<file path="config.mk">
export PLATFORM = sky130hd
export DESIGN_NAME = sched_rr_arb
export DESIGN_NICKNAME = d
export VERILOG_FILES = /design/src/rtl/sched_rr_arb.sv
export SDC_FILE = /design/constraint.sdc
export NUM_CORES = 1
export LEC_CHECK = 0
export ABC_AREA = 0
export ABC_CLOCK_PERIOD_IN_PS = 8300
export CORE_MARGIN = 3
export CORE_UTILIZATION = 38
export CTS_CLUSTER_SIZE = 30
export DETAILED_ROUTE_END_ITERATION = 7
export PLACE_DENSITY = 0.88
export SYNTH_ARGS = -nofsm -noshare
export SYNTH_HDL_FRONTEND = slang
export SYNTH_SLANG_ARGS = --single-unit
</file>
<file path="constraint.sdc">
create_clock -name clk_i -period 8.3 [get_ports clk_i]
set_clock_uncertainty 0.05 [all_clocks]
set_input_delay 1.66 -clock clk_i [delete_from_list [all_inputs] [get_ports clk_i]]
set_output_delay 1.66 -clock clk_i [all_outputs]
set_load 0.02 [all_outputs]
</file>
<file path="src/rtl/sched_rr_arb.sv">
// rtl/sched_rr_arb.sv - round-robin / fixed-priority arbiter with registered valid/ready output stage
module sched_rr_arb_lsb #(
  parameter int WIDTH     = 8,
  parameter int IDX_WIDTH = (WIDTH > 1) ? $clog2(WIDTH) : 1
) (
  input  logic [WIDTH-1:0]     vec_i,
  output logic                 vld_o,
  output logic [IDX_WIDTH-1:0] idx_o
);
  // Lowest-set-bit finder as a balanced binary tree over a power-of-two padded vector.
  localparam int LEVELS = IDX_WIDTH;
  localparam int P      = 1 << LEVELS;

  for (genvar l = 0; l <= LEVELS; l++) begin : g_lvl
    logic [(P>>l)-1:0]    vld;
    logic [IDX_WIDTH-1:0] idx [P>>l];
    if (l == 0) begin : g_leaf
      for (genvar i = 0; i < P; i++) begin : g_bit
        if (i < WIDTH) begin : g_real
          assign vld[i] = vec_i[i];
        end else begin : g_pad
          assign vld[i] = 1'b0;
        end
        assign idx[i] = IDX_WIDTH'(i);
      end
    end else begin : g_node
      for (genvar n = 0; n < (P >> l); n++) begin : g_pair
        assign vld[n] = g_lvl[l-1].vld[2*n] | g_lvl[l-1].vld[2*n+1];
        assign idx[n] = g_lvl[l-1].vld[2*n] ? g_lvl[l-1].idx[2*n] : g_lvl[l-1].idx[2*n+1];
      end
    end
  end

  assign vld_o = g_lvl[LEVELS].vld[0];
  assign idx_o = g_lvl[LEVELS].idx[0];
endmodule

module sched_rr_arb #(
  parameter int       NUM_REQ    = 8,
  parameter int       DATA_WIDTH = 16,
  parameter bit       MODE       = 1'b0,
  parameter int       IDX_WIDTH  = (NUM_REQ > 1) ? $clog2(NUM_REQ) : 1
) (
  input  logic                          clk_i,
  input  logic                          rst_ni,
  input  logic                          flush_i,
  input  logic [NUM_REQ-1:0]            req_i,
  input  logic [NUM_REQ*DATA_WIDTH-1:0] data_i,
  output logic [NUM_REQ-1:0]            gnt_o,
  output logic                          valid_o,
  input  logic                          ready_i,
  output logic [DATA_WIDTH-1:0]         data_o,
  output logic [IDX_WIDTH-1:0]          idx_o,
  output logic                          empty_o
);
  logic                  r_valid;
  logic [DATA_WIDTH-1:0] r_data;
  logic [IDX_WIDTH-1:0]  r_idx;
  logic [IDX_WIDTH-1:0]  r_ptr;

  logic [NUM_REQ-1:0]    w_mask;
  logic [NUM_REQ-1:0]    w_masked;
  logic                  w_m_vld;
  logic [IDX_WIDTH-1:0]  w_m_idx;
  logic                  w_r_vld;
  logic [IDX_WIDTH-1:0]  w_r_idx;
  logic [IDX_WIDTH-1:0]  w_win_idx;
  logic [IDX_WIDTH-1:0]  w_ptr_next;
  logic [DATA_WIDTH-1:0] w_win_data;
  logic                  w_load;
  logic                  w_grant;

  assign w_load  = (~r_valid | ready_i) & ~flush_i;
  assign w_grant = w_load & w_r_vld;

  for (genvar k = 0; k < NUM_REQ; k++) begin : g_mask
    assign w_mask[k] = (IDX_WIDTH'(k) >= r_ptr);
  end
  assign w_masked = req_i & w_mask;

  sched_rr_arb_lsb #(.WIDTH(NUM_REQ), .IDX_WIDTH(IDX_WIDTH)) u_lsb_masked (
    .vec_i (w_masked),
    .vld_o (w_m_vld),
    .idx_o (w_m_idx)
  );

  sched_rr_arb_lsb #(.WIDTH(NUM_REQ), .IDX_WIDTH(IDX_WIDTH)) u_lsb_raw (
    .vec_i (req_i),
    .vld_o (w_r_vld),
    .idx_o (w_r_idx)
  );

  // Fall back to the unmasked search once nothing at or above the pointer is asking.
  assign w_win_idx  = (MODE == 1'b0 && w_m_vld) ? w_m_idx : w_r_idx;
  assign w_ptr_next = (MODE == 1'b1 || w_win_idx == IDX_WIDTH'(NUM_REQ - 1)) ? '0
                    : w_win_idx + IDX_WIDTH'(1);

  always_comb begin
    gnt_o      = '0;
    w_win_data = '0;
    for (int k = 0; k < NUM_REQ; k++) begin
      if (w_win_idx == IDX_WIDTH'(k)) begin
        gnt_o[k]   = w_grant;
        w_win_data = data_i[k*DATA_WIDTH +: DATA_WIDTH];
      end
    end
  end

  always_ff @(posedge clk_i or negedge rst_ni) begin
    if (!rst_ni) begin
      r_valid <= 1'b0;
      r_data  <= '0;
      r_idx   <= '0;
      r_ptr   <= '0;
    end else if (flush_i) begin
      r_valid <= 1'b0;
      r_ptr   <= '0;
    end else if (w_grant) begin
      r_valid <= 1'b1;
      r_data  <= w_win_data;
      r_idx   <= w_win_idx;
      r_ptr   <= w_ptr_next;
    end else if (w_load) begin
      r_valid <= 1'b0;
    end
  end

  assign valid_o = r_valid;
  assign data_o  = r_data;
  assign idx_o   = r_idx;
  assign empty_o = ~|req_i;
endmodule

</file>
# [Word-level counts from Yosys, hierarchy flattened]
# Index checks and enable logic that the tools add are counted.
[word_totals] register_bits=23 latch_bits=0 ram_bits=0 mem_bits_ro=0 inputBits=140 out_inout_bits=29 word_cells=83 memories=0
[classes] add_sub_neg=1 multipliers=0 div_mod_pow=0 magnitude_cmp=8 n_eq_ne=7 shifts=0 n_mux=37 bitwise=20 reduce_logical=6
[ops] operator="16-bit two-way mux" n=8
[ops] operator="3-bit two-way mux" n=10
[ops] operator="1-bit two-way mux" n=19
[ops] operator="1-bit OR" n=15
[ops] operator="3-bit equality test (second input constant)" n=4
[ops] operator="3-bit greater-or-equal comparator (first input constant)" n=4
[ops] operator="8-bit AND" n=1
[ops] operator="8-bit OR reduction" n=1
[ops] operator="3-bit by 2-bit equality test with 1-bit output (second input constant)" n=2
[ops] operator="1-bit by 3-bit greater-or-equal comparator with 1-bit output (first input constant)" n=2
[ops] operator="2-bit by 3-bit greater-or-equal comparator with 1-bit output (first input constant)" n=2
[ops] operator="3-bit by 1-bit adder with 3-bit output (second input constant)" n=1
[ops] operator="3-bit by 1-bit equality test with 1-bit output (second input constant)" n=1
[ops] operator="3-bit zero test" n=1
[ops] operator="3-bit nonzero test" n=1
[ops] operator="1-bit AND" n=2
[ops] operator="1-bit inverter" n=2
[ops] operator="2-bit AND reduction" n=1
[ops] operator="2-bit nonzero test" n=1
[ops] operator="1-bit zero test" n=1

# [Longest topological paths before layout]
# Gate-level depths: netlist of the first run.
[logic_depth] depth_word=15 depth_mapped=16 depth_no_buf=12

# [Modules after synthesis]
# Synthesis of the first run repeated with hierarchy kept, for this count alone.
[hier_totals] hier_cells=379 hier_area_um2=2695.1
[modules_own_cells] module="sched_rr_arb" n_inst=1 cells_per_inst=357 area_per_inst_um2=2570.0 seq_area_each_um2=575.6
[modules_own_cells] module="sched_rr_arb_lsb" n_inst=2 cells_per_inst=11 area_per_inst_um2=62.6 seq_area_each_um2=0.0

# [Least setup slack after synthesis of the first run]
# Ideal clock, no wire load.
[synth_timing] kind="input to output" startpoint="input port req_i[1]" endpoint="output port gnt_o[7]" arrival_time_ns=4.097 required_time_ns=6.590 path_slack_ns=2.493 cell_stages=10 n_path_buf=2 cell_sequence="or4_4 -> o21ai_0 -> a21oi_1 -> o31ai_1 -> inv_1 -> ha_1 -> ha_1 -> clkbuf_1 -> clkbuf_1 -> and2_1"
[synth_via] elab_chain_len=7 elab_cells_between_ends=15 cone_classes="eq/ne: 1; mux: 6; bitwise: 8"
[synth_rtl] element="start, declared" line_no="47" rtl="input logic [NUM_REQ-1:0] req_i,"
[synth_rtl] element="8-bit AND" line_no="79" rtl="assign w_masked = req_i & w_mask;"
[synth_rtl] element="1-bit OR" line_no="28" rtl="assign vld[n] = g_lvl[l-1].vld[2*n] | g_lvl[l-1].vld[2*n+1];"
[synth_rtl] element="3-bit two-way mux / 1-bit OR (equally long branches) (2 in a row)" line_no="29, 28"
[synth_rtl] element="3-bit two-way mux (*)" line_no="94" rtl="assign w_win_idx = (MODE == 1'b0 && w_m_vld) ? w_m_idx : w_r_idx;"
[synth_rtl] element="named net w_win_idx[0]" line_no="67" rtl="logic [IDX_WIDTH-1:0] w_win_idx;"
[synth_rtl] element="3-bit equality test (*)" line_no="102" rtl="if (w_win_idx == IDX_WIDTH'(k)) begin"
[synth_rtl] element="1-bit two-way mux (*)" line_no="102"
[synth_rtl] element="end, declared" line_no="49" rtl="output logic [NUM_REQ-1:0] gnt_o,"
# The timed path passes the listed nets; every way through them passes the cells marked *.

# [Final worst setup path of the first run]
[layout_timing] startpoint="input port req_i[0]" endpoint="output port gnt_o[3]"
[layout_via] elab_chain_len=7 elab_cells_between_ends=17 cone_classes="eq/ne: 1; mux: 8; bitwise: 8"
[layout_rtl] element="8-bit AND" line_no="79"
[layout_rtl] element="1-bit two-way mux / 1-bit OR (equally long branches)" line_no="29, 28"
[layout_rtl] element="3-bit two-way mux / 1-bit OR (equally long branches) (2 in a row)" line_no="29, 28"
[layout_rtl] element="3-bit two-way mux (*)" line_no="94"
[layout_rtl] element="named net w_win_idx[0]" line_no="67"
[layout_rtl] element="3-bit by 2-bit equality test with 1-bit output (*)" line_no="102"
[layout_rtl] element="1-bit two-way mux (*)" line_no="102"
# Marked as above.

==> results of run 1 <==
through the flow:
step | util | total power [mW] | instances
2_1_floorplan | - | 0.762 | 312
3_5_place_dp | 0.699 | 1.06 | 525
5_1_grt | 0.707 | 1.23 | 529
6_report | 0.707 | 1.14 | 529
4_1_cts | 0.707 | 1.13 | 529
3_3_place_gp | 0.699 | 1.04 | 525
critical path, stage by stage:
cell and delay, ns:
clkdlybuf4s50_1 0.50, or4_4 0.59, o21ai_0 0.19, a21oi_1 0.09
o31ai_1 0.52, inv_1 0.19, ha_1 0.27, ha_1 0.55
and2_1 0.30, clkdlybuf4s50_1 0.53
where the power goes:
| part | internal [mW] | switching (mW) |
|---|---|---|
| logic | 0.390 | 0.484 |
| registers | 0.159 | 0.0348 |
| clock network | 0.0335 | 0.0360 |
worst min path at each step:
stage                        start  endpoint  slack [ns]  depth (start not counted)
after global placement    idx_o[2]  idx_o[2]        0.41                          2
after global routing      idx_o[2]  idx_o[2]        0.51                          2
after floorplan           r_ptr[0]  r_ptr[0]        0.53                          2
final                     idx_o[2]  idx_o[2]        0.45                          2
after CTS                 idx_o[2]  idx_o[2]        0.46                          2
after detailed placement  idx_o[2]  idx_o[2]        0.44                          2
area by class of cell:
| type | count | area share |
|---|---|---|
| clock buffers | 3 | 0.0102 |
| clock inverters | 1 | 0.00124 |
| inverters | 25 | 0.0232 |
| multi-input cells | 233 | 0.377 |
| flip-flops and latches | 23 | 0.143 |
| well taps | 72 | 0.0223 |
| repair buffers | 172 | 0.424 |
logic make-up after synthesis:
logic type      after synthesis
compound gates              138
simple gates                 87
buf+inv                      56
flops                        23
fa+ha+maj                     7
mux                           1
sequential cells by signal (all words and copies together), names as in the netlist:
register,count
valid_o,1
r_ptr,3
idx_o,3
data_o,16
layout by cell type, fill, tap and decap left out, drive strengths merged, types with 5 or more instances in the layout:
cell type and count:
a221oi 16, nand2 36, nor2 8, dfrtp 23, o32ai 16, o21ai 5
a21oi 58, o21a 16, ha 6, inv 25, nand3 19, clkdlybuf4s50 168
a221o 16
per-layer routing:
layer	global-route usage	up-vias
met5	0	-
met1	0.312	1408
li1	-	1463
met2	0.434	155
met4	0.0921	0
met3	0.0491	17
==> metrics.md, run 1 <==
| Metric | Value |
|---|---|
| Post-Synthesis Cells | `312` |
| Largest family of logic cells by synthesized area | `compound AO/OA/AOI/OAI gates` |
| Reg area | `576 um2` |
| DRT iter0 DRCs | `270` |
| R2R cell count | `10` |
| Sequential area share after synthesis | `0.247` |
| Post-CTS sizing | `0` |
| Hold-fix buffers, CTS | `0` |
| RSZ-0062 raised after global routing | `false` |
| CORE AREA | `5710 um2` |
| TritonCTS Buffers | `3` |
| WL met2 | `4560 um` |
| Count leader, synth | `a21oi_1` |
| Area Growth Syn to Fin | `73.3%` |
| Yosys warnings | `0` |
| Max Freq | `0.141 GHz` |
| EDFF count, synth | `0` |
| Largest net degree at the start of global routing | `36` |
| Die area | `7110 um2` |
| Vias/cell | `5.75` |
| Number of global-route vias before repair | `3083` |
| DR WL met3 | `790 um` |
| Critical path endpoint category | `primary output` |
| N_diodes | `0` |
| Final instance area | `4040 um2` |
| Worst slack at placement | `1.26 ns` |
| Peak supply drop | `0.171 mV` |
| Clock transition at path regs | `0.08 ns` |
| Post-route setup TNS | `0 ns` |
| Initial Util | `0.408` |
| Crit start category | `primary input` |
| Fillers | `450` |
| CTS tree | `yes` |
| Max clock buf depth | `2` |
| Sink Count | `23` |
| Least-Margin Pin Slew | `1.09 ns` |
| Gpl congestion | `0.881` |
| Pre-antenna DRT Iters | `5` |
| CP startpoint | `req_i[0]` |
| Postcts setup bufs | `0` |
| WL/cell | `17.5 um` |
| WP data required | `6.59 ns` |
| Multiplexer area fraction after synthesis | `0.00430` |
| WP data arrival | `5.39 ns` |
| Post-synth top area share | `0.247` |
| Post-Synth XOR/XNOR Area | `0` |
| CP max FO | `35` |
| Multi-input logic area | `1520 um2` |
| Final period utilization | `0.856` |
| Synth Register Bits | `23` |
| Dpl cell area | `3990 um2` |
| HP Class | `register to register` |
| Initial antenna violation count | `0` |
| Final hold slack | `0.447 ns` |
| I/O Buffers | `168` |
| Nets | `604` |
| Clock Root Buffer | `clkbuf_8` |
| Worst setup margin | `1.20 ns` |
| Setup slack, reg-to-reg | `3.90 ns` |
| Yosys cell types | `40` |
| Max-cap violation count | `0` |
| Post-route ant nets | `0` |
| Final setup fails | `0` |
| Fraction of the mapped netlist area in adder cells | `0.0365` |
| Syn Area/Cell | `7.47 um2` |
| Global-route wire length before repair | `14700 um` |
| Commonest cells post-synth | `a21oi_1 (57), nand2_1 (36), inv_1 (24)` |
| Residual DRC count | `0` |
| M1 wire length | `3710 um` |
| Synth area leader | `dfrtp_1` |
| Final HPWL DP | `7410 um` |
| Clk Latency, worst-skew pair | `0.26 ns` |
| Reg-to-reg startpoint | `r_ptr[1]` |
| Status | `finished clean` |
| Max_slew headroom | `0.271` |
| Most used DFF post-synth | `dfrtp_1` |
| Simple-gate share of the synthesized area | `0.193` |
| Mapped cell area | `2330 um2` |
| CP endpoint | `gnt_o[3]` |
| Crit path kind | `primary input to primary output` |
| Layout cells sized above 1 | `0.0416` |
| Synth area leaders | `dfrtp_1 (25%), a21oi_1 (12%), a221o_1 (6.9%)` |
| Final period demand of the worst path | `7.10 ns` |
| Reg2reg end | `data_o[5]` |
| Top Metal Used | `met4` |
| Row count | `27` |
| Synth Area in Compound Gates | `0.418` |
| Horiz. Die Dim | `84.3 um` |
| Gr ovfl total | `0` |
| Final Max Slew Viols | `0` |
| Final-report hold violation count | `0` |
| Fraction of registers with async set/reset | `1.00` |
| Via Count | `3043` |
| Leakage | `1.66 nW` |
| Synth Net Count | `458` |
| Die span in y | `84.3 um` |
| H-tree depth | `1` |
| Total GRT Usage | `0.252` |
| IO Pins | `169` |
| Final WL | `9270 um` |
| Pwr Density | `282 nW/um2` |
(Power assumes the default switching activity.)
==> run 2, diff against run 1 <==
ABC_CLOCK_PERIOD_IN_PS = 8000   (was 8300)
CORE_UTILIZATION = 35   (was 38)
PLACE_DENSITY = 0.82   (was 0.88)
clock period = 8 ns   (was 8.3 ns; I/O delays follow)
==> metrics.md, run 2 (synthesis results as in run 1) <==
| Metric | Value |
|---|---|
| Reg2reg end | `data_o[14] (was data_o[5])` |
| Total Power | `1.20 mW (was 1.14 mW)` |
| Crit start category | `primary input (unchanged)` |
| Post-route setup TNS | `0 ns (unchanged)` |
| Pwr Density | `296 nW/um2 (was 282 nW/um2)` |
| Largest net degree at the start of global routing | `36 (unchanged)` |
| Critical path, cell by cell | `clkdlybuf4s50_1 -> or4_4 -> o21ai_0 -> a21oi_1 -> o31ai_1 -> inv_1 -> ha_1 -> ha_1 -> and2_1 -> clkdlybuf4s50_1 (unchanged)` |
| Initial Util | `0.365 (was 0.408)` |
| Fillers | `577 (was 450)` |
| Peak supply drop | `0.174 mV (was 0.171 mV)` |
| WP data required | `6.35 ns (was 6.59 ns)` |
| R2R cell count | `10 (unchanged)` |
| Crit path kind | `primary input to primary output (unchanged)` |
| Status | `finished clean (unchanged)` |
| Row count | `29 (was 27)` |
| Total GRT Usage | `0.244 (was 0.252)` |
| RSZ-0062 raised after global routing | `false (unchanged)` |
| Critical Path Max Stage Delay | `0.61 ns (was 0.59 ns)` |
| N_diodes | `0 (unchanged)` |
| Final-report hold violation count | `0 (unchanged)` |
| Via Count | `3096 (was 3043)` |
| Seq pwr share | `0.170 (was 0.171)` |
| Clock transition at path regs | `0.09 ns (was 0.08 ns)` |
| Max_slew headroom | `0.226 (was 0.271)` |
| Initial antenna violation count | `0 (unchanged)` |
| Setup slack, reg-to-reg | `3.45 ns (was 3.90 ns)` |
| Hold EP | `idx_o[2] (unchanged)` |
| Die span in y | `87.6 um (was 84.3 um)` |
| Crit-path slowest cell | `or4_4 (unchanged)` |
| CP max FO | `35 (unchanged)` |
| Pre-antenna DRT Iters | `5 (unchanged)` |
| Int Power | `0.605 mW (was 0.583 mW)` |
| Sink Count | `23 (unchanged)` |
| Commonest non-fill, non-tap cell in the layout | `clkdlybuf4s50_1 (unchanged)` |
| Max-cap violation count | `0 (unchanged)` |
| Final HPWL DP | `7580 um (was 7410 um)` |
| Gr ovfl total | `0 (unchanged)` |
| Leakage | `1.66 nW (unchanged)` |
| Post-CTS sizing | `0 (unchanged)` |
| Least-Margin Pin Slew | `1.16 ns (was 1.09 ns)` |
| Horiz. Die Dim | `87.6 um (was 84.3 um)` |
| IO Pins | `169 (unchanged)` |
| I/O Buffers | `168 (unchanged)` |
| Final WL | `9770 um (was 9270 um)` |
| Clk Latency, worst-skew pair | `0.27 ns (was 0.26 ns)` |
| Max Freq | `0.142 GHz` |
| Nets | `604 (unchanged)` |
| Die area | `7670 um2 (was 7110 um2)` |
| Postcts setup bufs | `0 (unchanged)` |
| Number of global-route vias before repair | `3041 (was 3083)` |
| TritonCTS Buffers | `3 (unchanged)` |
| Post-route ant nets | `0 (unchanged)` |
| Commonest cells after routing, fill and taps aside | `clkdlybuf4s50_1 (168), a21oi_1 (57), nand2_1 (36) (unchanged)` |
| Global-route wire length before repair | `14800 um (was 14700 um)` |
| Vias/cell | `5.80 (was 5.75)` |
| Switching Share | `0.494 (was 0.488)` |
| Clock Root Buffer | `clkbuf_8 (unchanged)` |
| WHS Path Cells | `2 (unchanged)` |
| WL/cell | `18.3 um (was 17.5 um)` |
| Area Growth Syn to Fin | `73.6% (was 73.3%)` |
| WP data arrival | `5.41 ns (was 5.39 ns)` |
| Max clock buf depth | `2 (unchanged)` |
| Min-delay src | `idx_o[2] (unchanged)` |
| Clock group share of total power | `0.062 (was 0.061)` |
| Power share of the combinational group | `0.768 (about the same)` |
| CTS tree | `yes (unchanged)` |
| Hold-fix buffers, CTS | `0 (unchanged)` |
| Max reg flops | `16 (unchanged)` |
| Final setup fails | `0 (unchanged)` |
| Final Util | `0.633 (was 0.707)` |
| HP Class | `register to register (unchanged)` |
| Gpl congestion | `0.889 (was 0.881)` |
| Final period demand of the worst path | `7.06 ns` |
| Final Max Slew Viols | `0 (unchanged)` |
| Psw | `0.591 mW (was 0.555 mW)` |
| Layout cells sized above 1 | `0.0416 (unchanged)` |
| Critical path endpoint category | `primary output (unchanged)` |
| Residual DRC count | `0 (unchanged)` |
| CORE AREA | `6390 um2 (was 5710 um2)` |
| H-tree depth | `1 (unchanged)` |
| Final period utilization | `0.882` |
| DRT iter0 DRCs | `240 (was 270)` |
| Reg-to-reg startpoint | `r_ptr[1] (unchanged)` |
run 2: cell counts in the layout (fill, tap and decap cells not counted):
Identical to the previous run, type by type.
run 2: critical path, delay by kind of cell:
| family | cells | cell delay [ns] |
|---|---|---|
| AOI/OAI and AO/OA | 3 | 0.81 |
| and+or+nand+nor | 2 | 0.93 |
| adders and majority gates | 2 | 0.85 |
| buffers and inverters | 3 | 1.22 |
run 2: through the flow:
stage	cells	hold WS [ns]	area, um2	worst slack [ns]
after global placement	530	0.413	4000	1.19
after detailed placement	530	0.424	4000	1.02
final	534	0.437	4040	0.941
after global routing	534	0.464	4040	0.764
after CTS	534	0.444	4040	1.00
after floorplan	312	0.526	2330	2.31
run 2: metal layers:
metal | share of wire | track usage
met5 | 0 | 0
met3 | 0.090 | 0.0433
met1 | 0.40 | 0.329
met4 | 0.014 | 0.0739
met2 | 0.50 | 0.399
run 2: how the worst max path moves through the flow:
stage,from,end,slack [ns],depth (start not counted)
2_1_floorplan,req_i[1],gnt_o[7],2.31,10
3_3_place_gp,req_i[0],gnt_o[3],1.19,10
3_5_place_dp,req_i[0],gnt_o[3],1.02,10
4_1_cts,req_i[0],gnt_o[3],1.00,10
5_1_grt,req_i[1],gnt_o[3],0.76,10
6_report,req_i[1],gnt_o[3],0.94,10
run 2: layout make-up:
type                    instances  area, um2  share of cell area
repair buffers                172       1710               0.423
multi-input cells             233       1520               0.376
flip-flops and latches         23        576               0.142
well taps                      77       96.3              0.0238
inverters                      25       93.8              0.0232
clock buffers                   3       41.3              0.0102
clock inverters                 1       5.00             0.00124
run 2: power by group through the flow:
stage / combinational (mW) / sequential [mW] / clock (mW)
floorplan: 0.549 / 0.242 / 0
global placement: 0.889 / 0.205 / 0
detailed placement: 0.906 / 0.205 / 0
CTS: 0.912 / 0.203 / 0.0754
global route: 0.993 / 0.210 / 0.0809
finish: 0.919 / 0.203 / 0.0740
==> run 3, diff against run 2 <==
CTS_CLUSTER_DIAMETER = 40   (was default)
REMOVE_ABC_BUFFERS = 1   (was default)
==> metrics.md, run 3 (synthesis results as in run 1) <==
| Metric | Value |
|---|---|
| Status | `finished clean (unchanged)` |
| WP data required | `6.35 ns (about the same)` |
| Final-report hold violation count | `0 (unchanged)` |
| Top Metal Used | `met4 (unchanged)` |
| Final Util | `0.635 (was 0.633)` |
| H-tree depth | `1 (unchanged)` |
| Pre-antenna DRT Iters | `4 (was 5)` |
| Final period demand of the worst path | `6.94 ns (was 7.06 ns)` |
| Via Count | `3088 (was 3096)` |
| Critical path, cell by cell | `clkdlybuf4s50_1 -> or4_4 -> o21ai_0 -> a21oi_1 -> o31ai_1 -> ha_1 -> inv_1 -> nor3_1 -> clkdlybuf4s50_1 (was clkdlybuf4s50_1 -> or4_4 -> o21ai_0 -> a21oi_1 -> o31ai_1 -> inv_1 -> ha_1 -> ha_1 -> and2_1 -> clkdlybuf4s50_1)` |
| Crit start category | `primary input (unchanged)` |
| Final period utilization | `0.867 (was 0.882)` |
| Die span in y | `87.6 um (unchanged)` |
| Initial Util | `0.365 (unchanged)` |
| Reg-to-reg startpoint | `r_ptr[1] (unchanged)` |
| Fillers | `568 (was 577)` |
| Crit path kind | `primary input to primary output (unchanged)` |
| Residual DRC count | `0 (unchanged)` |
| Final Max Slew Viols | `0 (unchanged)` |
| Total Power | `1.18 mW (was 1.20 mW)` |
| Leakage | `1.66 nW (about the same)` |
| Row count | `29 (unchanged)` |
| Horiz. Die Dim | `87.6 um (unchanged)` |
| TritonCTS Buffers | `3 (unchanged)` |
| Area Growth Syn to Fin | `74.2% (was 73.6%)` |
| Pwr Density | `292 nW/um2 (was 296 nW/um2)` |
| Reg area | `576 um2 (unchanged)` |
| Top delay family on crit path | `buffers and inverters (unchanged)` |
| Final HPWL DP | `7440 um (was 7580 um)` |
| WP data arrival | `5.29 ns (was 5.41 ns)` |
| Most frequent CP cell | `clkdlybuf4s50_1` |
| RSZ-0062 raised after global routing | `false (unchanged)` |
| M1 wire length | `4230 um (was 3900 um)` |
| Commonest non-fill, non-tap cell in the layout | `clkdlybuf4s50_1 (unchanged)` |
| Total GRT Usage | `0.259 (was 0.244)` |
| N_diodes | `0 (unchanged)` |
| Crit-path slowest cell | `ha_1 (was or4_4)` |
| CTS tree | `yes (unchanged)` |
| Post-route setup TNS | `0 ns (unchanged)` |
| Die area | `7670 um2 (unchanged)` |
| Gpl congestion | `0.853 (was 0.889)` |
| Hold-fix buffers, CTS | `0 (unchanged)` |
| CP Depth | `9 (was 10)` |
| Post-route ant nets | `0 (unchanged)` |
| Max clock buf depth | `2 (unchanged)` |
| I/O Buffers | `168 (unchanged)` |
| Multi-input logic area | `1520 um2 (unchanged)` |
| Initial antenna violation count | `0 (unchanged)` |
| Final hold slack | `0.448 ns (was 0.437 ns)` |
| CP max FO | `17 (was 35)` |
| WHS Path Cells | `2 (unchanged)` |
| Final setup fails | `0 (unchanged)` |
| DRT iter0 DRCs | `171 (was 240)` |
| IO Pins | `169 (unchanged)` |
| Postcts setup bufs | `0 (unchanged)` |
| Critical path endpoint category | `primary output (unchanged)` |
| Clock Root Buffer | `clkbuf_8 (unchanged)` |
| Max Freq | `0.144 GHz (was 0.142 GHz)` |
| Clk Latency, worst-skew pair | `0.26 ns (was 0.27 ns)` |
| Gr ovfl total | `0 (unchanged)` |
| Peak supply drop | `0.203 mV (was 0.174 mV)` |
| Max reg flops | `16 (unchanged)` |
| Final WL | `10200 um (was 9770 um)` |
| HP Class | `register to register (unchanged)` |
| Layout cells sized above 1 | `0.0436 (was 0.0416)` |
| Min-delay src | `idx_o[1] (was idx_o[2])` |
| Clock transition at path regs | `0.09 ns (about the same)` |
| Nets | `606 (was 604)` |
| Post-CTS sizing | `0 (unchanged)` |
| WL/cell | `19.1 um (was 18.3 um)` |
| Largest net degree at the start of global routing | `36 (unchanged)` |
| Least-Margin Pin Slew | `1.29 ns (was 1.16 ns)` |
| Max-cap violation count | `0 (unchanged)` |
| CORE AREA | `6390 um2 (unchanged)` |
| Global-route wire length before repair | `15600 um (was 14800 um)` |
| Vias/cell | `5.76 (was 5.80)` |
| Worst slack at placement | `1.08 ns (was 1.02 ns)` |
| R2R cell count | `10 (unchanged)` |
| Crit path buffers/inverters | `3 (unchanged)` |
| Sink Count | `23 (unchanged)` |
| WL met2 | `5010 um (was 4850 um)` |
| Commonest cells after routing, fill and taps aside | `clkdlybuf4s50_1 (168), a21oi_1 (57), nand2_1 (36) (unchanged)` |
| DR WL met3 | `831 um (was 877 um)` |
| Max_slew headroom | `0.136 (was 0.226)` |
| Critical Path Max Stage Delay | `0.73 ns (was 0.61 ns)` |
| Worst setup margin | `1.06 ns (was 0.941 ns)` |
| CP startpoint | `req_i[0] (was req_i[1])` |
| Number of global-route vias before repair | `3096 (was 3041)` |
## run 3: layout make-up
class,count,area share
flip-flops and latches,23,0.142
multi-input cells,233,0.375
clock buffers,4,0.0111
well taps,77,0.0237
repair buffers,174,0.426
inverters,25,0.0231
## run 3: path summary, 6_finish.rpt
check	end	slack, ns
min in group asynchronous	valid_o	1.89
worst min-delay path	idx_o[1]	0.45
worst max register to register	data_o[14]	3.52
max in group asynchronous	data_o[3]	5.32
worst min register to register	idx_o[1]	0.45
worst max-delay path	gnt_o[4]	1.06
## run 3: metal layers
layer  up-vias  global-route usage
met2       178               0.440
met4         0              0.0851
met3        16              0.0442
li1       1463                   -
met5         -                   0
met1      1431               0.332
## run 3: worst register-to-register path, delay by kind of cell (launching register included)
kind	cells	cell delay [ns]
flip-flops	1	0.50
adder cells (fa/ha/maj)	2	1.10
AND/OR/NAND/NOR	1	1.02
buffers and inverters	1	0.22
AO/OA/AOI/OAI	6	1.54
## run 3: power by group
group	switching [mW]	total, mW	internal [mW]
clock network	0.0414	0.0771	0.0356
registers	0.0375	0.203	0.165
logic	0.500	0.904	0.404
## run 3: through the flow
stage | area, um2 | instances
finish | 4060 | 536
global route | 4060 | 536
CTS | 4060 | 536
detailed placement | 4010 | 532
global placement | 4010 | 532
floorplan | 2190 | 281
